$ cat src/rtl/key_sense_filter.sv
// key_sense_filter: synchronizes and debounces raw light-sensor key inputs.
// Each channel runs its own 4-state debounce FSM. The block produces clean key
// levels, single-cycle press/release pulses, and a registered lowest-index
// active-key encoding.
module key_sense_filter #(
    parameter int NUM_KEYS          = 8,
    parameter int DEBOUNCE_CYCLES   = 500000,
    parameter int CNT_W             = 20,
    parameter int SENSE_ACTIVE_HIGH = 1
) (
    input  logic                clk,
    input  logic                rst,
    input  logic [NUM_KEYS-1:0] raw_key,
    output logic [NUM_KEYS-1:0] key_on,
    output logic [NUM_KEYS-1:0] key_press,
    output logic [NUM_KEYS-1:0] key_release,
    output logic                any_key,
    output logic [3:0]          active_idx
);

    // Terminal count: the transition fires when cnt reaches this value while stable.
    localparam logic [CNT_W-1:0] CNT_LAST = CNT_W'(DEBOUNCE_CYCLES - 1);

    typedef enum logic [1:0] {
        IDLE      = 2'd0,
        ARMING    = 2'd1,
        HELD      = 2'd2,
        RELEASING = 2'd3
    } state_t;

    logic [NUM_KEYS-1:0] sync1_reg;
    logic [NUM_KEYS-1:0] sync2_reg;
    logic [NUM_KEYS-1:0] sense;

    // Two-flop synchronizer on every raw sensor line.
    always_ff @(posedge clk or negedge rst) begin
        if (!rst) begin
            sync1_reg <= '0;
            sync2_reg <= '0;
        end else begin
            sync1_reg <= raw_key;
            sync2_reg <= sync1_reg;
        end
    end

    // Normalize polarity so that sense=1 always means "pressed".
    assign sense = (SENSE_ACTIVE_HIGH != 0) ? sync2_reg : ~sync2_reg;

    genvar gi;
    generate
        for (gi = 0; gi < NUM_KEYS; gi++) begin : g_chan
            state_t           state_reg, state_next;
            logic [CNT_W-1:0] cnt_reg, cnt_next;
            logic             on_reg, on_next;
            logic             press_reg, press_next;
            logic             release_reg, release_next;

            // Channel state, counter and registered outputs.
            always_ff @(posedge clk or negedge rst) begin
                if (!rst) begin
                    state_reg   <= IDLE;
                    cnt_reg     <= '0;
                    on_reg      <= 1'b0;
                    press_reg   <= 1'b0;
                    release_reg <= 1'b0;
                end else begin
                    state_reg   <= state_next;
                    cnt_reg     <= cnt_next;
                    on_reg      <= on_next;
                    press_reg   <= press_next;
                    release_reg <= release_next;
                end
            end

            // Debounce decision. The counter restarts on every entry to a counting state,
            // so it cannot wrap.
            always_comb begin
                state_next   = state_reg;
                cnt_next     = cnt_reg;
                on_next      = on_reg;
                press_next   = 1'b0;
                release_next = 1'b0;
                case (state_reg)
                    IDLE: begin
                        if (sense[gi]) begin
                            state_next = ARMING;
                            cnt_next   = '0;
                        end
                    end
                    ARMING: begin
                        if (!sense[gi]) begin
                            state_next = IDLE;
                        end else if (cnt_reg == CNT_LAST) begin
                            state_next = HELD;
                            on_next    = 1'b1;
                            press_next = 1'b1;
                        end else begin
                            cnt_next = cnt_reg + 1'b1;
                        end
                    end
                    HELD: begin
                        if (!sense[gi]) begin
                            state_next = RELEASING;
                            cnt_next   = '0;
                        end
                    end
                    RELEASING: begin
                        if (sense[gi]) begin
                            state_next = HELD;
                        end else if (cnt_reg == CNT_LAST) begin
                            state_next   = IDLE;
                            on_next      = 1'b0;
                            release_next = 1'b1;
                        end else begin
                            cnt_next = cnt_reg + 1'b1;
                        end
                    end
                    default: begin
                        state_next = IDLE;
                        cnt_next   = '0;
                        on_next    = 1'b0;
                    end
                endcase
            end

            assign key_on[gi]      = on_reg;
            assign key_press[gi]   = press_reg;
            assign key_release[gi] = release_reg;
        end
    endgenerate

    logic       any_next;
    logic [3:0] idx_next;

    // Lowest-index priority encode of the current clean levels.
    always_comb begin
        any_next = |key_on;
        idx_next = '0;
        for (int i = NUM_KEYS - 1; i >= 0; i--) begin
            if (key_on[i]) begin
                idx_next = 4'(i);
            end
        end
    end

    // Summary outputs are registered, so they trail key_on by one cycle.
    always_ff @(posedge clk or negedge rst) begin
        if (!rst) begin
            any_key    <= 1'b0;
            active_idx <= '0;
        end else begin
            any_key    <= any_next;
            active_idx <= idx_next;
        end
    end

endmodule

$ cat config.mk
export PLATFORM = sky130hd
export DESIGN_NAME = key_sense_filter
export DESIGN_NICKNAME = d
export VERILOG_FILES = /design/src/rtl/key_sense_filter.sv
export SDC_FILE = /design/constraint.sdc
export NUM_CORES = 1
export LEC_CHECK = 0
export ABC_AREA = 1
export BUFFER_PORTS_ARGS = -buffer_cell sky130_fd_sc_hd__buf_2
export CAP_MARGIN = 20
export CORE_ASPECT_RATIO = 0.5
export CORE_MARGIN = 2
export CORE_UTILIZATION = 57
export DETAILED_ROUTE_END_ITERATION = 7
export PLACE_DENSITY = 0.82
export SYNTH_ARGS = -nofsm -noshare
export SYNTH_HDL_FRONTEND = slang
export SYNTH_SLANG_ARGS = --single-unit
$ cat constraint.sdc
create_clock -name clk -period 1.65 [get_ports clk]
set_clock_uncertainty 0.15 [all_clocks]
set_input_delay 0.33 -clock clk [delete_from_list [all_inputs] [get_ports clk]]
set_output_delay 0.33 -clock clk [all_outputs]
set_load 0.01 [all_outputs]
==> impl_metrics.csv, run 1 <==
group,metric,value,unit
final_layout,largest_reg_flops,160,
sta,drv_slew,0,
logic_synthesis,async_reset_ff_frac,1.000,
pwr,p_total,12820,uW
drt,vias,14592,
logic_synthesis,synth-edff-count,0,
logic_synthesis,yosys_warnings,0,
global_route,antenna_found_initial,0,
die,initial_core_util,0.5854,
sta,fmaxAchievable,0.4906,GHz
drt,drt_iter0_drc,2026,
final_layout,layout.nets,2036,
logic_synthesis,yosysTopAreaCell,"dfrtp_1",
logic_synthesis,muxShareOfSynthArea,0,
global_route,grt_pass1_wl,53980,um
global_route,grt_overflow,0,
drt,wire_per_inst,19.60,um
logic_synthesis,yosysTopAreaCellShare,0.4300,
clock_tree,cts-buffers-inserted,22,
sta,rsz0062_at_grt,"yes",
drt,drtPass1Iterations,8,
die,die_w,215.9,um
clock_tree,cts_tree,"done",
logic_synthesis,synth_fa_ha_area_frac,0.007819,
setup_path,path_class,"reg -> reg",
logic_synthesis,synth_flop_cell,"dfrtp_1",
drt,postRouteAntennaNets,0,
global_route,track_usage,0.2743,
logic_synthesis,synth-simple-area-share,0.3669,
pwr,p_leak,0.008099,uW
setup_path,r2r_slack,-0.39,ns
final_layout,multiInputGateArea,7684,sq um
hold_path,hold_class,"in -> async",
logic_synthesis,synth_xor_area_frac,0.02873,
setup_path,crit_start,"g_chan[6].cnt_reg[4]",
logic_synthesis,syn-num-nets,1804,
clock_tree,cts_max_level,1,
logic_synthesis,synth.most_common_cell,"nand2_1",
place,post-dp-hpwl,21580,um
final_layout,area_delta_synth_final,37.90,%
drt,finalWirelength,45760,um
logic_synthesis,postSynthAreaPerCell,7.168,sq um
sta,hold_ws,0.1064,ns
clock_tree,clock_latency,0.54,ns
die,io-pin-count,39,
logic_synthesis,synth_compound_area_frac,0.07506,
global_route,grt_pass1_vias,11720,
logic_synthesis,synth_cell_type_count,37,
drt,viasPerCell,6.252,
logic_synthesis,synthCells,1786,
final_layout,drive_gt1_frac,0.3491,
clock_tree,clkTransAtPathRegs,0.08,ns
setup_path,reg2reg_to,"g_chan[6].cnt_reg[18]",
logic_synthesis,yosysSeqAreaShare,0.4300,
place,place_congestion,0.9532,
setup_path,worstReg2RegStart,"g_chan[6].cnt_reg[4]",
setup_path,worst_setup_path_end_kind,"flip-flop",
die,core_region_area,21870,sq um
logic_synthesis,yosys-top-cells-count,"nand2_1 (572), nor2_1 (222), dfrtp_1 (220), inv_1 (179), nand3_1 (142)",
die,fp.dieArea,23750,sq um
global_route,grt_max_degree,54,
run_status,status,"finished, violations left",
pwr,p_per_area,726.2,nW/um^2
pwr,seqPwrFrac,0.437,
logic_synthesis,netlist_area,12800,sq um
sta,fin_crit_sh,1.235,
sta,setup_tns,-17.10,ns
pwr,p_sw_frac,0.2592,
final_layout,nFillCells,1074,
final_layout,regArea,5542,sq um
place,portBuffers,37,
setup_path,crit_required,1.93,ns
clock_tree,clockBufferDepth,3,
setup_path,cp_data_arrival_time,2.32,ns
clock_tree,cts-root-buf,"clkbuf_16",
logic_synthesis,ys_ff_latch,220,
die,rows,38,
drt,detail_route.drc_violations,1,
final_layout,num_antenna_cells,0,
logic_synthesis,synth_top_family_by_area,"simple AND/OR/NAND/NOR gates",
setup_path,worstPathMaxFanout,3,
pwr,netSwitchingPower,3323,uW
run_status,violations,"design-rule violations, negative setup slack",
die,die-height,110.0,um
logic_synthesis,synth_area_leaders,"dfrtp_1 (43%), nand2_1 (17%), nor2_1 (6.5%)",
pwr,comb_power_share,0.095,
setup_path,reg2regPathDepth,7,
clock_tree,cts_sinks,220,
pwr,vdd_drop_max,680.2,uV
sta,hold_viol_final,0,
pwr,power_frac_clock,0.467,
flow_run,maxCapViolations,0,
sta,fin_crit,2.038,ns
setup_path,worst_setup_path_start_kind,"flip-flop",
setup_path,cp-endpoint,"g_chan[6].cnt_reg[18]",
sta,setup_viol,165,
pwr,internal_power,9497,uW
sta,setup_slack,-0.3882,ns
place,post-place-ws,-0.1449,ns
## cell type report
| type | count | area share |
|---|---|---|
| repair inverters | 2 | 0.0008505 |
| multi-input cells | 1321 | 0.4352 |
| repair buffers | 264 | 0.1379 |
| clock inverters | 13 | 0.01240 |
| well taps | 300 | 0.02126 |
| clock buffers | 27 | 0.03515 |
| flip-flops and latches | 220 | 0.3139 |
| inverters | 187 | 0.04330 |
## power by group through the flow
| stage | sequential [uW] | combinational, uW | clock (uW) |
|---|---|---|---|
| finish | 5610 | 1220 | 5990 |
| CTS | 5570 | 839 | 5870 |
| floorplan | 5660 | 353 | 0 |
| detailed placement | 5660 | 746 | 0 |
| global route | 5610 | 1300 | 6180 |
| global placement | 5660 | 726 | 0 |
## metrics by stage
| stage | util | instances | instance area [sq um] |
|---|---|---|---|
| after floorplan | - | 1786 | 12800 |
| after global placement | 0.6501 | 2215 | 14220 |
| after detailed placement | 0.6501 | 2215 | 14220 |
| after CTS | 0.7118 | 2280 | 15570 |
| after global routing | 0.8072 | 2334 | 17650 |
| final | 0.8072 | 2334 | 17650 |
## per-layer routing
layer | part of all wire | vias to the layer above | global-route usage
met1 | 0.36 | 6807 | 0.3530
met3 | 0.098 | 418 | 0.04390
met4 | 0.078 | 0 | 0.08562
met5 | 0 | - | 0
li1 | - | 6161 | -
met2 | 0.47 | 1206 | 0.4851
## cell families (layout without fill, tap and decap cells)
family                   Yosys count  in the layout
AO/OA/AOI/OAI                    179            179
XOR/XNOR                          42             42
adder cells (fa/ha/maj)            8              8
buffers and inverters            246            493
flip-flops                       220            220
other                              1              1
AND/OR/NAND/NOR                 1090           1091
## placed cells by master, fill, tap and decap left out, types with 46 or more instances in the layout
| cell | count |
|---|---|
| o21ai_1 | 58 |
| nand2_2 | 92 |
| nor2_1 | 159 |
| inv_1 | 156 |
| dfrtp_1 | 191 |
| o21ai_2 | 49 |
| buf_4 | 162 |
| nand3_1 | 114 |
| nor2_4 | 46 |
| nand2_1 | 444 |
| nand4_1 | 50 |
## timing repair
item,in CTS,in global routing
endpoints found under the setup margin,128,182
hold buffers,9,0
cloned,3,16
pin swaps,17,97
setup buffers,13,39
hold endpoints to repair,228,0
gates resized for setup,88,485
## how the worst min path moves through the flow
stage	start	endpoint	cells past startpoint	slack, ns
6_report	rst	g_chan[7].cnt_reg[16]	2	0.11
3_5_place_dp	rst	g_chan[7].cnt_reg[2]	1	0.07
2_1_floorplan	rst	async pin	0	-0.12
5_1_grt	rst	g_chan[7].cnt_reg[3]	2	0.12
4_1_cts	rst	g_chan[7].cnt_reg[2]	2	0.10
3_3_place_gp	rst	g_chan[7].cnt_reg[2]	1	0.07
## worst max-delay path, cell delays in order, from the launching register on
cell and delay, ns:
dfrtp_1 0.44, nand2_1 0.14, nor2_2 0.32, nand3b_1 0.22
o21ai_0 0.35, nand2_1 0.14, nand3_2 0.10, nand2_1 0.07
Power figures use the tool's default switching activity.
==> run 2, diff against run 1 <==
Settings changed: CORE_UTILIZATION 57 to 30, PLACE_DENSITY 0.82 to 0.51.
==> run 2 against run 1 <==
The run ends with negative setup slack left. Via count decreased by 19%. Die area rose by 87%. First-iteration DRC count down 68%. Combinational power down 14%. Core utilization decreased by 38 points. Final cell count up 13%. Largest cell class unchanged. Largest power group unchanged.
==> impl_metrics.csv, run 2 (synthesis results as in run 1) <==
group,metric,value,unit
sta,fin_crit_sh,1.058,
setup_path,reg2reg_to,"g_chan[7].cnt_reg[12]",
die,die-height,150.1,um
die,io-pin-count,39,
global_route,grt_overflow,0,
global_route,antenna_found_initial,0,
sta,fin_crit,1.745,ns
final_layout,area_delta_synth_final,39.43,%
sta,hold_ws,0.1361,ns
clock_tree,cts_tree,"done",
final_layout,num_antenna_cells,0,
clock_tree,cts_sinks,220,
setup_path,worstReg2RegStart,"g_chan[7].cnt_reg[1]",
clock_tree,cts-buffers-inserted,24,
place,portBuffers,37,
sta,setup_viol,37,
die,initial_core_util,0.3045,
place,dpl.cell_count,2534,
pwr,power_frac_clock,0.468,
setup_path,path_class,"reg -> reg",
drt,detail_route.drc_violations,0,
pwr,seqPwrFrac,0.447,
pwr,p_leak,0.008079,uW
global_route,grt_pass1_wl,53700,um
global_route,grt_pass1_vias,11022,
setup_path,cp-endpoint,"g_chan[7].cnt_reg[12]",
final_layout,drive_gt1_frac,0.3280,
pwr,p_sw_frac,0.2436,
pwr,internal_power,9442,uW
pwr,p_per_area,699.3,nW/um^2
hold_path,hold_class,"in -> async",
pwr,netSwitchingPower,3041,uW
drt,wire_per_inst,12.67,um
setup_path,slowest_delay,0.36,ns
sta,hold_viol_final,0,
clock_tree,clockBufferDepth,3,
global_route,track_usage,0.1463,
sta,fmaxAchievable,0.5731,GHz
setup_path,worstPathCellList,"ha_2 -> nand3_4 -> nor2_4 -> nand3_2 -> nand2_4 -> clkinvlp_4 -> nand2_1 -> a21oi_1",
die,rows,53,
die,die_w,296.1,um
setup_path,crit_start,"g_chan[7].cnt_reg[1]",
clock_tree,cts_max_level,1,
place,post-dp-hpwl,23180,um
final_layout,layout_common_cells,"nand2_1 (485), dfrtp_1 (194), buf_4 (193)",
final_layout,layout_commonest_cell,"nand2_1",
setup_path,crit_required,1.91,ns
sta,drv_slew,0,
setup_path,cp_data_arrival_time,2.01,ns
setup_path,worst_setup_path_start_kind,"flip-flop",
drt,drtPass1Iterations,5,
final_layout,layout.nets,2070,
sta,setup_slack,-0.09497,ns
sta,rsz0062_at_grt,"yes",
final_layout,largest_reg_flops,160,
clock_tree,clock_latency,0.54,ns
setup_path,worstPathMaxFanout,6,
setup_path,cp_slowest_cell,"dfrtp_1",
pwr,p_total,12480,uW
place,place_congestion,0.8387,
flow_run,maxCapViolations,0,
setup_path,reg2regPathDepth,8,
setup_path,r2r_slack,-0.09,ns
pwr,vdd_drop_max,693.3,uV
final_layout,finish.utilization,0.4246,
drt,drt_iter0_drc,655,
die,core_region_area,42040,sq um
drt,postRouteAntennaNets,0,
die,fp.dieArea,44440,sq um
final_layout,stdcell_count,2647,
drt,vias,11863,
run_status,status,"finished, violations left",
drt,viasPerCell,4.482,
clock_tree,clkTransAtPathRegs,0.07,ns
drt,finalWirelength,33530,um
pwr,comb_power_share,0.084,
setup_path,worst_setup_path_end_kind,"flip-flop",
clock_tree,cts-root-buf,"clkbuf_16",
run_status,violations,"negative setup slack",
global_route,grt_max_degree,33,
run 2: cell count changes in the layout (fill, tap and decap cells not counted), moves of 13 or more:
cell,delta
o21ai_2,-16
buf_4,+31
nand2_2,-24
o21ai_1,+13
nand2_1,+41
nand2_4,-17
run 2: worst max-delay path, delay by kind of cell, from the launching register on:
kind                     cells  cell delay, ns
AND/OR/NAND/NOR              5            0.62
flip-flops                   1            0.36
adder cells (fa/ha/maj)      1            0.22
buffers and inverters        1            0.22
AO/OA/AOI/OAI                1            0.07
run 2: what timing repair did:
item                                   in CTS  in global routing
endpoints found under the hold margin     228                  0
hold buffers                                9                  0
buffers inserted                           15                 33
setup endpoints to repair                 118                177
pin swaps                                   9                 73
gates resized for setup                    82                384
gates cloned                                2                 13
run 2: routing by layer:
| metal | vias to the layer above | wire (um) | global-route usage | part of all wire |
|---|---|---|---|---|
| met5 | - | 0 | 0 | 0 |
| met4 | 0 | 670 | 0.03384 | 0.020 |
| met3 | 40 | 884 | 0.02243 | 0.026 |
| met2 | 108 | 15770 | 0.2431 | 0.47 |
| met1 | 5496 | 16210 | 0.2005 | 0.48 |
| li1 | 6219 | - | - | - |
run 2: power groups by stage:
| stage | Sequential, uW | Clock (uW) | Combinational, uW |
|---|---|---|---|
| finish | 5580 | 5850 | 1050 |
| global route | 5590 | 6290 | 1160 |
| CTS | 5560 | 6090 | 845 |
| detailed placement | 5660 | 0 | 763 |
| global placement | 5660 | 0 | 762 |
| floorplan | 5660 | 0 | 353 |
run 2: worst min-delay path by stage:
stage / to / slack (ns) / cells after the start
global route: g_chan[5].cnt_reg[0] / 0.13 / 2
global placement: g_chan[7].cnt_reg[16] / 0.09 / 1
finish: g_chan[5].cnt_reg[0] / 0.14 / 2
floorplan: async pin / -0.12 / 0
detailed placement: g_chan[7].cnt_reg[16] / 0.09 / 1
CTS: g_chan[7].cnt_reg[11] / 0.11 / 2
run 2: cell type report:
class	instances	area [sq um]
Fill cell	4211	24190
Tap cell	577	721.9
Timing Repair Buffer	297	2675
Timing Repair inverter	2	13.76
Inverter	187	749.5
Clock inverter	17	203.9
Clock buffer	27	653.1
Sequential cell	220	5538
Multi-Input combinational cell	1320	7295
run 2: through the flow:
stage / setup slack [ns] / setup TNS (ns) / instance area, sq um
after global placement: -0.1288 / -2.857 / 14880
final: -0.09497 / -1.025 / 17850
after global routing: -0.1798 / -8.730 / 17850
after floorplan: 0.008850 / 0 / 12800
after detailed placement: -0.1522 / -3.988 / 14880
after CTS: -0.02974 / -0.3859 / 16230
